[src/rtl/alu_a_fwd_unit.sv]
//==============================================================================
// Module   : alu_a_fwd_unit
// Purpose  : ALU operand-A forwarding and load-use hazard detection for the
//            16-bit five-stage core. Optional WB-slot forwarding: ALU_A_WB_FWD_EN.
// Revision : 1.0 - initial release
//==============================================================================
`default_nettype none

module alu_a_fwd_unit #(
  parameter int DATA_W = 16,
  parameter int REG_W  = 4
) (
  input  logic              clk,
  input  logic              rst,
  input  logic [REG_W-1:0]  id_src_a,
  input  logic              id_src_a_vld,
  input  logic [REG_W-1:0]  id_dst,
  input  logic              id_dst_we,
  input  logic              id_is_load,
  input  logic              pipe_stall,
  input  logic              ex_flush,
  input  logic [DATA_W-1:0] mem_alu_data,
  input  logic [DATA_W-1:0] wb_data,
  output logic              ALU_A_FOWD_en,
  output logic [DATA_W-1:0] data_FOWD,
  output logic              load_use_stall
);

`ifdef ALU_A_WB_FWD_EN
  localparam logic c_WB_FWD = 1'b1;
`else
  localparam logic c_WB_FWD = 1'b0;
`endif

  // EX slot
  logic             r_ex_vld;
  logic [REG_W-1:0] r_ex_dst;
  logic             r_ex_we;
  logic             r_ex_ld;
  logic [REG_W-1:0] r_ex_src_a;
  logic             r_ex_src_a_vld;
  // MEM slot
  logic             r_mem_vld;
  logic [REG_W-1:0] r_mem_dst;
  logic             r_mem_we;
  logic             r_mem_ld;
  // WB slot (its load flag is never consulted, so it is not kept)
  logic             r_wb_vld;
  logic [REG_W-1:0] r_wb_dst;
  logic             r_wb_we;

  logic w_ex_lu;
  logic w_mem_lu;
  logic w_mem_hit;
  logic w_wb_hit;
  logic w_bubble;

  always_ff @(posedge clk or negedge rst) begin
    if (!rst) begin
      r_ex_vld       <= 1'b0;
      r_ex_dst       <= '0;
      r_ex_we        <= 1'b0;
      r_ex_ld        <= 1'b0;
      r_ex_src_a     <= '0;
      r_ex_src_a_vld <= 1'b0;
      r_mem_vld      <= 1'b0;
      r_mem_dst      <= '0;
      r_mem_we       <= 1'b0;
      r_mem_ld       <= 1'b0;
      r_wb_vld       <= 1'b0;
      r_wb_dst       <= '0;
      r_wb_we        <= 1'b0;
    end else if (!pipe_stall) begin
      r_wb_vld  <= r_mem_vld;
      r_wb_dst  <= r_mem_dst;
      r_wb_we   <= r_mem_we;
      r_mem_vld <= r_ex_vld;
      r_mem_dst <= r_ex_dst;
      r_mem_we  <= r_ex_we;
      r_mem_ld  <= r_ex_ld;
      if (w_bubble) begin
        r_ex_vld       <= 1'b0;
        r_ex_dst       <= '0;
        r_ex_we        <= 1'b0;
        r_ex_ld        <= 1'b0;
        r_ex_src_a     <= '0;
        r_ex_src_a_vld <= 1'b0;
      end else begin
        r_ex_vld       <= 1'b1;
        r_ex_dst       <= id_dst;
        r_ex_we        <= id_dst_we;
        r_ex_ld        <= id_is_load;
        r_ex_src_a     <= id_src_a;
        r_ex_src_a_vld <= id_src_a_vld;
      end
    end
  end

  // Without WB forwarding a load still in MEM is too early for the consumer,
  // so the stall is stretched by one more cycle.
  assign w_ex_lu  = id_src_a_vld & r_ex_vld & r_ex_we & r_ex_ld &
                    (r_ex_dst == id_src_a);
  assign w_mem_lu = ~c_WB_FWD & id_src_a_vld & r_mem_vld & r_mem_we & r_mem_ld &
                    (r_mem_dst == id_src_a);
  assign load_use_stall = w_ex_lu | w_mem_lu;
  assign w_bubble       = load_use_stall | ex_flush;

  // A load sitting in MEM has no data yet, so it is never a MEM hit.
  assign w_mem_hit = r_ex_src_a_vld & r_mem_vld & r_mem_we & ~r_mem_ld &
                     (r_mem_dst == r_ex_src_a);
  assign w_wb_hit  = c_WB_FWD & r_ex_src_a_vld & r_wb_vld & r_wb_we &
                     (r_wb_dst == r_ex_src_a);

  always_comb begin
    ALU_A_FOWD_en = 1'b0;
    data_FOWD     = '0;
    if (w_mem_hit) begin
      ALU_A_FOWD_en = 1'b1;
      data_FOWD     = mem_alu_data;
    end else if (w_wb_hit) begin
      ALU_A_FOWD_en = 1'b1;
      data_FOWD     = wb_data;
    end
  end

endmodule

`default_nettype wire

[config.mk]
export PLATFORM = sky130hd
export DESIGN_NAME = alu_a_fwd_unit
export DESIGN_NICKNAME = d
export VERILOG_FILES = /design/src/rtl/alu_a_fwd_unit.sv
export SDC_FILE = /design/constraint.sdc
export NUM_CORES = 1
export LEC_CHECK = 0
export ABC_CLOCK_PERIOD_IN_PS = 2700
export CORE_MARGIN = 2
export CORE_UTILIZATION = 40
export CTS_BUF_LIST = sky130_fd_sc_hd__clkbuf_16
export CTS_CLUSTER_DIAMETER = 150
export DETAILED_ROUTE_END_ITERATION = 16
export PLACE_DENSITY = 0.82
export SLEW_MARGIN = 20
export SYNTH_ARGS = -nofsm -noshare
export SYNTH_HDL_FRONTEND = slang
export SYNTH_SLANG_ARGS = --single-unit
[constraint.sdc]
create_clock -name clk -period 2.7 [get_ports clk]
set_input_delay 0.54 -clock clk [delete_from_list [all_inputs] [get_ports clk]]
set_output_delay 0.54 -clock clk [all_outputs]
set_load 0.05 [all_outputs]
; ---- Word level (Yosys, flattened, before mapping)
; Index checks and enable logic that the tools add are counted.
; Widths: inputs -> output; s select.
[classes]
n_eq_ne = 3
muxes = 8
bitwise = 15
[op_table]
columns = op, n
row1 = $mux 16, 1
row2 = $and 1x1->1, 12
row3 = $eq 4x4->1, 3
row4 = $mux 4, 2
row5 = $mux 1, 5
row6 = $or 1x1->1, 2
row7 = $not 1->1, 1
[word_totals]
register_bits = 19
out_inout_bits = 18
word_cells = 36

; ---- Depth between registers and ports, before layout
; Gate-level depths: netlist of the first run.
[depth]
word_depth = 7
depth_mapped = 5
depth_no_buf = 4

; ---- Worst setup path after synthesis of the first run
; No wires, ideal clock.
[synth_timing]
path_kind = reg2out
from = reg r_mem_dst[2]
to = out data_FOWD[10]
arrival_ns = 1.562
path_slack_ns = 0.598
stages_incl_launch_ff = 6
path_buffers = 1
cell_sequence = dfrtp_1 -> xnor2_1 -> nand3_1 -> nor3_4 -> buf_4 -> and2_1
[synth_via]
elab_chain_len = 3
[synth_rtl]
columns = element, line
row1 = "start, declared", 44  ; logic [REG_W-1:0] r_mem_dst;
row2 = "start signal, assigned", 78  ; r_mem_dst <= r_ex_dst;
row3 = $eq 4x4->1, 110  ; (r_mem_dst == r_ex_src_a);
row4 = $and 1x1->1, 109  ; assign w_mem_hit = r_ex_src_a_vld & r_mem_vld & r_mem_we & ~r_mem_ld &
row5 = $mux 16, 117  ; if (w_mem_hit) begin
row6 = "end, declared", 25  ; output logic [DATA_W-1:0] data_FOWD,
; Every way passes these cells.

; ---- Final worst setup path of the first run
[layout_timing]
from = in id_src_a[0]
to = out load_use_stall
[layout_via]
elab_chain_len = 3
[layout_rtl]
columns = element, line
row1 = "start, declared", 15  ; input logic [REG_W-1:0] id_src_a,
row2 = "$eq 4x4->1, on equally long branches", "102, 104"
row3 = "$and 1x1->1, on equally long branches", "101, 103"
row4 = $or 1x1->1 *, 105  ; assign load_use_stall = w_ex_lu | w_mem_lu;
row5 = "end, declared", 26  ; output logic load_use_stall
; Every way passes the cells marked *; elsewhere a longest branch is shown, timed or not.

==> impl_metrics.ini, run 1 <==
[floorplanning]
io_pins = 65
coreArea_sq_um = 2690
rows = 19
die_height_um = 56.6
die_area_sq_um = 3200
start_util_pct = 41.1
die-width_um = 56.6

[power]
power.leakage_nw = 0.752
ir_drop_mv = 0.494
power_density_nw_per_um2 = 464

[yosys]
seq_area_frac_synth_pct = 43.0
ys.flop_type = dfrtp_1
synth_warnings = 0
synth_edf_count = 0
synth-seq-cells = 19
synth_cell_types = 22
syn_avg_cell_area_sq_um = 10.3
synth_cells = 107
syn-cell-area_sq_um = 1100
synthTopCellsByArea = dfrtp_1 (43%), and2_1 (9.1%), mux2_2 (7.1%)
post-synth-top-count-cell = dfrtp_1
synth_top_area_share_pct = 43.0
synthTopCellsByCount = dfrtp_1 (19), nand2_1 (17), and2_1 (16)
syn_nets = 154
synth-async-reset-ratio_pct = 100
yosys.area.top_type = dfrtp_1

[global_routing]
grt_pass1_wl_mm = 4.25
grt_max_degree = 20
grt_pass1_vias = 945
overflow = 0
track_usage_pct = 16.7
antenna_found_initial = 0

[clocking]
htree_levels = 1
worstSkewPairLatency_ns = 0.25
cts_sinks = 19
tritoncts.num_buffers = 3
cts_tree = done
cts-root-buf = clkbuf_16
cts_resized = 0
clockBufferDepth = 2
cts_setup_buffers = 0
clkTransAtPathRegs_ns = 0.05
cts_hold_buf = 0

[layout]
area_growth_pct = 49.8
top_regs = r_ex_dst x4, r_ex_src_a x4, r_mem_dst x4
antenna_cells = 0
drive_gt1_share_pct = 25.6
fill_cells = 224
finalNetCount = 204

[detailed_routing]
initialDrtViolationCount = 30
drt_wl_total_mm = 2.51
wl_per_cell_um = 13.4
via_per_inst = 5.01
num_vias = 936
drc_errors = 0
ant_nets = 0
dr.pass1.iters = 4

[worst_setup_path]
critPathTopFamily = buffers and inverters
worstPathCellList = clkdlybuf4s50_1, xnor2_1, nand3_1, nor3_2, or2_2, buf_12
r2r-start = r_mem_dst[3]
startpoint_type = primary input
critPathLaunch = id_src_a[0]
critPathBufInv = 2
slowest_delay_ns = 0.48
crit_end = load_use_stall
crit_type = in2out
path_depth = 6
reg2reg_depth = 5
reg2reg_to = r_ex_dst[0]
critPathCaptureType = output pin
r2r_slack_ns = 1.34
crit_slowest_cell = clkdlybuf4s50_1
worstPathMaxFanout = 3
cp.required_ns = 2.16
critPathArrivalTime_ns = 1.82

[run_status]
status = finished, final reports clean

[timing]
whs_ns = 0.475
clock_skew_ns = 0.00403
tightest_slew_ns = 0.858
final_max_slew_viol_count = 0
max_freq_mhz = 423
fin_setup_tns_ns = 0
setup_viol = 0
fin_crit_ns = 2.36
rsz0062_at_grt = no
hold_violations = 0
fin_crit_sh_pct = 87.5
relSlewSlack_pct = 42.6

[place]
gp_congestion = 0.728
dp_hpwl_mm = 1.96
placement.io_buffers = 48

[worst_hold_path]
whs_path_depth = 2
hp-class = reg2reg

[run]
max_cap_viol_count = 0
cell families (layout without fill, tap and decap cells):
| group | Yosys count | after routing | synth area share, % |
|---|---|---|---|
| DFF | 19 | 19 | 43.0 |
| and+or+nand+nor | 45 | 45 | 22.9 |
| xor gates and xnor gates | 12 | 12 | 9.51 |
| buffers and inverters | 12 | 61 | 5.55 |
| AOI/OAI and AO/OA | 12 | 12 | 11.9 |
| muxes | 7 | 7 | 7.14 |
tightest hold or removal path: cells and delay by family, from the launching register on:
family          cells  cell delay (ns)
compound gates      1             0.05
simple gates        1             0.05
flops               1             0.34
layout make-up:
cell class	instances	area (sq um)	share of cell area (%)
Tap cell	31	38.8	2.34
Clock inverter	1	5.00	0.302
Multi-Input combinational cell	76	568	34.3
Inverter	6	22.5	1.36
Sequential cell	19	475	28.7
Timing Repair Buffer	51	470	28.4
Clock buffer	3	75.1	4.54
layer usage:
metal,part of all wire (%),global-route usage [%],vias to the layer above,wire (um)
met5,0,0,-,0
met4,0.76,4.08,0,19
met3,12,4.38,4,289
met2,49,29.9,51,1230
met1,39,19.8,421,976
li1,-,-,460,-
stage by stage:
step | setup WS (ns) | power [W] | instance area (sq um) | util [%] | std cells
finish | 0.337 | 0.000768 | 1660 | 61.6 | 187
global route | 0.250 | 0.000802 | 1660 | 61.6 | 187
CTS | 0.337 | 0.000776 | 1660 | 61.6 | 187
detailed placement | 0.345 | 0.000475 | 1580 | 58.6 | 183
global placement | 0.344 | 0.000468 | 1580 | 58.6 | 183
floorplan | 0.598 | 0.000407 | 1100 | - | 107
cells in the final DEF (no fill, tap or decap):
cell / n
clkinv_2: 1
clkbuf_16: 3
o41ai_1: 3
or2_2: 2
nand4b_1: 1
nand2_1: 17
mux2_2: 7
nand4_1: 2
o41ai_2: 2
xnor2_1: 9
dfrtp_1: 19
nor2_1: 1
inv_1: 6
nand3_1: 3
clkdlybuf4s50_1: 30
buf_12: 1
xor2_1: 3
nor3_4: 1
o41ai_4: 1
nor3_2: 2
o31ai_1: 6
buf_4: 20
and2_1: 16
worst min path at each step:
stage	slack, ns	from	end
after floorplan	0.24	rst	r_ex_dst[0]
after CTS	0.48	r_ex_src_a_vld	r_ex_src_a_vld
final	0.47	r_ex_src_a_vld	r_ex_src_a_vld
after detailed placement	0.47	r_ex_src_a_vld	r_ex_src_a_vld
after global placement	0.46	r_ex_src_a_vld	r_ex_src_a_vld
after global routing	0.52	r_ex_src_a[1]	r_ex_src_a[1]
report_power, final:
| part | internal (W) | switching (W) | leakage, nW |
|---|---|---|---|
| clock | 0.000198 | 0.000100 | 0.0409 |
| sequential | 0.000311 | 0.0000244 | 0.246 |
| combinational | 0.0000812 | 0.0000523 | 0.465 |
Note: power is estimated with default switching activity, not from simulation.
==> run 2, diff against run 1 <==
- CTS_BUF_LIST: sky130_fd_sc_hd__clkbuf_16 -> sky130_fd_sc_hd__clkbuf_4 sky130_fd_sc_hd__clkbuf_8 sky130_fd_sc_hd__clkbuf_16
==> impl_metrics.ini, run 2 (synthesized netlist as in run 1, its figures left out) <==
[layout]
top_regs = r_ex_dst x4, r_ex_src_a x4, r_mem_dst x4
finalNetCount = 204
final_cells = 187
layout.cells.most_common = clkdlybuf4s50_1
antenna_cells = 0
final_area_sq_um = 1600
area_growth_pct = 45.1
drive_gt1_share_pct = 25.6
layout_common_cells = clkdlybuf4s50_1 (30), buf_4 (20), dfrtp_1 (19)

[global_routing]
track_usage_pct = 16.0
grt.met3_usage_pct = 3.69
grt_pass1_wl_mm = 4.10
grt_max_degree = 20
met1_usage_pct = 18.3
grt_pass1_vias = 931
top_usage_layer = met2
overflow = 0
antenna_found_initial = 0
grt_use_met2_pct = 30.1

[timing]
final_max_slew_viol_count = 0
hold_violations = 0
max_freq_mhz = 423
rsz0062_at_grt = no
fin_crit_sh_pct = 87.5
tightest_slew_ns = 0.849
clock_skew_ns = 0.0134
relSlewSlack_pct = 43.2
setup_viol = 0
fin_setup_tns_ns = 0
fin_crit_ns = 2.36

[place]
placed_area_sq_um = 1580
gp_congestion = 0.728
dp_hpwl_mm = 1.96
placed_cells = 183
placement.io_buffers = 48

[clocking]
cts_tree = done
cts_sinks = 19
cts-root-buf = clkbuf_4
cts_setup_buffers = 0
tritoncts.num_buffers = 3
clockBufferDepth = 2
worstSkewPairLatency_ns = 0.29
cts_hold_buf = 0
clkTransAtPathRegs_ns = 0.10
htree_levels = 1
cts_resized = 0

[worst_setup_path]
worstPathCellList = clkdlybuf4s50_1, xor2_1, nor3_2, or2_2, buf_12
startpoint_type = primary input
critPathTopFamily = buffers and inverters
r2r_slack_ns = 1.32
critPathCaptureType = output pin
critPathArrivalTime_ns = 1.82
cp.required_ns = 2.16
critPathBufInv = 2
slowest_delay_ns = 0.53
crit_slowest_cell = clkdlybuf4s50_1
worstPathMaxFanout = 3
crit_type = in2out

[detailed_routing]
initialDrtViolationCount = 26
dr.pass1.iters = 2
drt_wl_total_mm = 2.46
ant_nets = 0
num_vias = 919
drc_errors = 0
via_per_inst = 4.91
wl_per_cell_um = 13.1

[power]
power.leakage_nw = 0.729
switchingPower_w = 0.000161
seq_power_share_pct = 55.1
ir_drop_mv = 0.423
power_w = 0.000607
power_density_nw_per_um2 = 379
cellInternalPower_w = 0.000447
p_clk_share_pct = 23.0
p_sw_share_pct = 26.4
pwr-share-comb_pct = 21.9

[floorplanning]
rows = 19
start_util_pct = 41.1
die_height_um = 56.6
coreArea_sq_um = 2690
die_area_sq_um = 3200
die-width_um = 56.6
io_pins = 65

[run]
max_cap_viol_count = 0

[worst_hold_path]
hp-class = reg2reg

[run_status]
status = finished, final reports clean
-- run 2: metrics by stage --
step           hold slack [ns]  util, %  worst slack [ns]
2_1_floorplan            0.244        -             0.598
3_3_place_gp             0.461     58.6             0.344
3_5_place_dp             0.471     58.6             0.345
4_1_cts                  0.495     59.7             0.337
5_1_grt                  0.537     59.7             0.235
6_report                 0.487     59.7             0.337
-- run 2: final timing paths --
kind | cells after the start | start | end
max | 5 | id_src_a[1] | load_use_stall
min | 2 | r_ex_src_a_vld | r_ex_src_a_vld
max reg2reg | 5 | r_mem_dst[3] | r_ex_dst[0]
min reg2reg | 2 | r_ex_src_a_vld | r_ex_src_a_vld
max in group asynchronous | 1 | rst | r_ex_src_a_vld
min in group asynchronous | 1 | rst | r_ex_dst[0]
-- run 2: worst min-delay path: cells and delay by family (launching register included) --
family,cells,cell delay [ns]
and+or+nand+nor,1,0.05
AOI/OAI and AO/OA,1,0.05
DFF,1,0.35
-- run 2: final cells by class --
class | instances | area, sq um
clock inverter | 1 | 5.00
sequential | 19 | 475
multi-input combinational | 76 | 568
clock buffer | 3 | 22.5
tap | 31 | 38.8
timing repair buffer | 51 | 470
inverter | 6 | 22.5
fill | 237 | 1080
-- run 2: metal layers --
layer  up-vias  wire length (um)
li1        459                 -
met1       415               969
met2        45              1230
met3         0               255
met4         0                 0
met5         -                 0
-- run 2: power groups by stage --
stage | clock, W | combinational [W] | sequential [W]
6_report | 0.000140 | 0.000133 | 0.000335
5_1_grt | 0.000154 | 0.000146 | 0.000339
4_1_cts | 0.000148 | 0.000135 | 0.000335
3_5_place_dp | 0 | 0.000134 | 0.000341
3_3_place_gp | 0 | 0.000131 | 0.000337
2_1_floorplan | 0 | 0.0000737 | 0.000333
==> run 3, diff against run 2 <==
- ABC_AREA: default -> 1
- CORE_UTILIZATION: 40 -> 41
==> impl_metrics.ini, run 3 <==
[power]
seq_power_share_pct = 53.1
cellInternalPower_w = 0.000447
pwr-share-comb_pct = 22.0
power_density_nw_per_um2 = 372
p_sw_share_pct = 27.3
ir_drop_mv = 0.259
switchingPower_w = 0.000168
power.leakage_nw = 0.899
p_clk_share_pct = 24.9

[timing]
clock_skew_ns = 0.00271
relSlewSlack_pct = 43.6
max_freq_mhz = 437
fin_crit_ns = 2.29
final_max_slew_viol_count = 0
hold_violations = 0
tightest_slew_ns = 0.843
fin_crit_sh_pct = 84.8
setup_viol = 0
rsz0062_at_grt = no
fin_setup_tns_ns = 0

[place]
placement.io_buffers = 48
dp_hpwl_mm = 1.83
gp_congestion = 0.745

[yosys]
synth-async-reset-ratio_pct = 100
synth_warnings = 0
yosys.area.top_type = dfrtp_1
syn-cell-area_sq_um = 1150
synthTopCellsByCount = nand2_1 (54), inv_1 (30), dfrtp_1 (19)
synth-seq-cells = 19
synthTopCellsByArea = dfrtp_1 (41%), nand2_1 (18%), inv_1 (9.8%)
ys.flop_type = dfrtp_1
syn_avg_cell_area_sq_um = 6.98
synth_cells = 165
seq_area_frac_synth_pct = 41.3
synth_top_area_share_pct = 41.3
post-synth-top-count-cell = nand2_1
synth_cell_types = 17
syn_nets = 212
synth_edf_count = 0

[worst_setup_path]
reg2reg_depth = 8
crit_end = data_FOWD[5]
worstPathMaxFanout = 17
crit_type = reg2out
cp.required_ns = 2.16
critPathLaunch = r_mem_dst[0]
startpoint_type = flip-flop
r2r-start = r_mem_dst[1]
reg2reg_to = r_ex_vld
r2r_slack_ns = 1.44
critPathCaptureType = output pin
critPathArrivalTime_ns = 1.75

[layout]
top_regs = r_ex_dst x4, r_ex_src_a x4, r_mem_dst x4
final_util_pct = 61.0
regArea_sq_um = 475
layout.cells.most_common = nand2_1
finalNetCount = 262
drive_gt1_share_pct = 16.8
multiInputGateArea_sq_um = 526
layout_common_cells = nand2_1 (54), inv_1 (30), clkdlybuf4s50_1 (30)
antenna_cells = 0
area_growth_pct = 43.6
fill_cells = 248

[global_routing]
track_usage_pct = 16.1
grt_pass1_wl_mm = 4.20
grt_max_degree = 22
overflow = 0
antenna_found_initial = 0
grt_pass1_vias = 1006

[worst_hold_path]
min-delay-start = r_ex_ld
hp-class = reg2reg

[clocking]
worstSkewPairLatency_ns = 0.30
cts_resized = 0
cts_setup_buffers = 0
clkTransAtPathRegs_ns = 0.10
cts_tree = done
cts_sinks = 19
htree_levels = 1
cts_hold_buf = 0
cts-root-buf = clkbuf_4
clockBufferDepth = 2
tritoncts.num_buffers = 3

[detailed_routing]
via_per_inst = 4.62
initialDrtViolationCount = 43
wl_per_cell_um = 9.86
drc_errors = 0
dr.pass1.iters = 4
drt_wl_total_mm = 2.42
ant_nets = 0
num_vias = 1133

[floorplanning]
rows = 19
die-width_um = 57.0
die_height_um = 57.0
start_util_pct = 42.5
coreArea_sq_um = 2710
die_area_sq_um = 3250
io_pins = 65

[run]
max_cap_viol_count = 0

[run_status]
status = finished, final reports clean
==> run 3: cell types whose count changed after synthesis, sizes merged, moves of 6 or more <==
cell and change:
nand2 +37, nor2 +25, xnor2 -7, inv +24, mux2 -7, nand4 +9
and2 -16, o31ai -6, o41ai -6, o21ai +7
==> run 3: cell type report <==
type                            instances  share of cell area [%]
Clock buffer                            4                    1.82
Tap cell                               31                    2.35
Inverter                               30                    6.81
Multi-Input combinational cell        110                    31.8
Timing Repair Buffer                   51                    28.5
Sequential cell                        19                    28.8
==> run 3: metrics by stage <==
step / cells / power (W) / setup slack [ns] / hold slack, ns / area (sq um)
3_5_place_dp: 241 / 0.000470 / 0.397 / 0.463 / 1620
5_1_grt: 245 / 0.000659 / 0.226 / 0.521 / 1650
3_3_place_gp: 241 / 0.000466 / 0.402 / 0.460 / 1620
4_1_cts: 245 / 0.000623 / 0.357 / 0.490 / 1650
2_1_floorplan: 165 / 0.000401 / 0.623 / 0.244 / 1150
6_report: 245 / 0.000615 / 0.411 / 0.487 / 1650
==> run 3: routing by layer <==
layer / up-vias / share of wire [%] / global-route usage, %
li1: 596 / - / -
met1: 473 / 39 / 19.2
met2: 60 / 47 / 28.4
met3: 4 / 12 / 3.63
met4: 0 / 1.6 / 5.98
met5: - / 0 / 0
==> run 3: cell families (layout without fill, tap and decap cells) <==
kind of cell              count (synthesis)  after routing  share of synthesized area [%]
and+or+nand+nor                          99             99                           39.6
buffers and inverters                    36             85                           13.0
DFF                                      19             19                           41.3
AOI/OAI and AO/OA                         7              7                           3.04
xor gates and xnor gates                  4              4                           3.04
==> run 3: power groups by stage <==
stage	registers (W)	logic, W	clock network (W)
after floorplan	0.000328	0.0000727	0
after CTS	0.000326	0.000138	0.000158
after detailed placement	0.000332	0.000137	0
final	0.000326	0.000135	0.000153
after global routing	0.000330	0.000155	0.000175
after global placement	0.000331	0.000134	0
==> run 3: worst max-delay path, cell delays in order, from the launching register on <==
cell	delay, ns
dfrtp_1	0.39
inv_1	0.10
or2_1	0.11
nand3_1	0.09
nor2_2	0.16
nand3_4	0.22
nor2_1	0.17
buf_4	0.21
==> run 3: how the worst min path moves through the flow <==
stage,to,slack (ns),cells after the start
4_1_cts,r_ex_ld,0.49,2
2_1_floorplan,r_ex_dst[0],0.24,0
6_report,r_ex_ld,0.49,2
5_1_grt,r_ex_ld,0.52,2
3_3_place_gp,r_ex_ld,0.46,2
3_5_place_dp,r_ex_ld,0.46,2
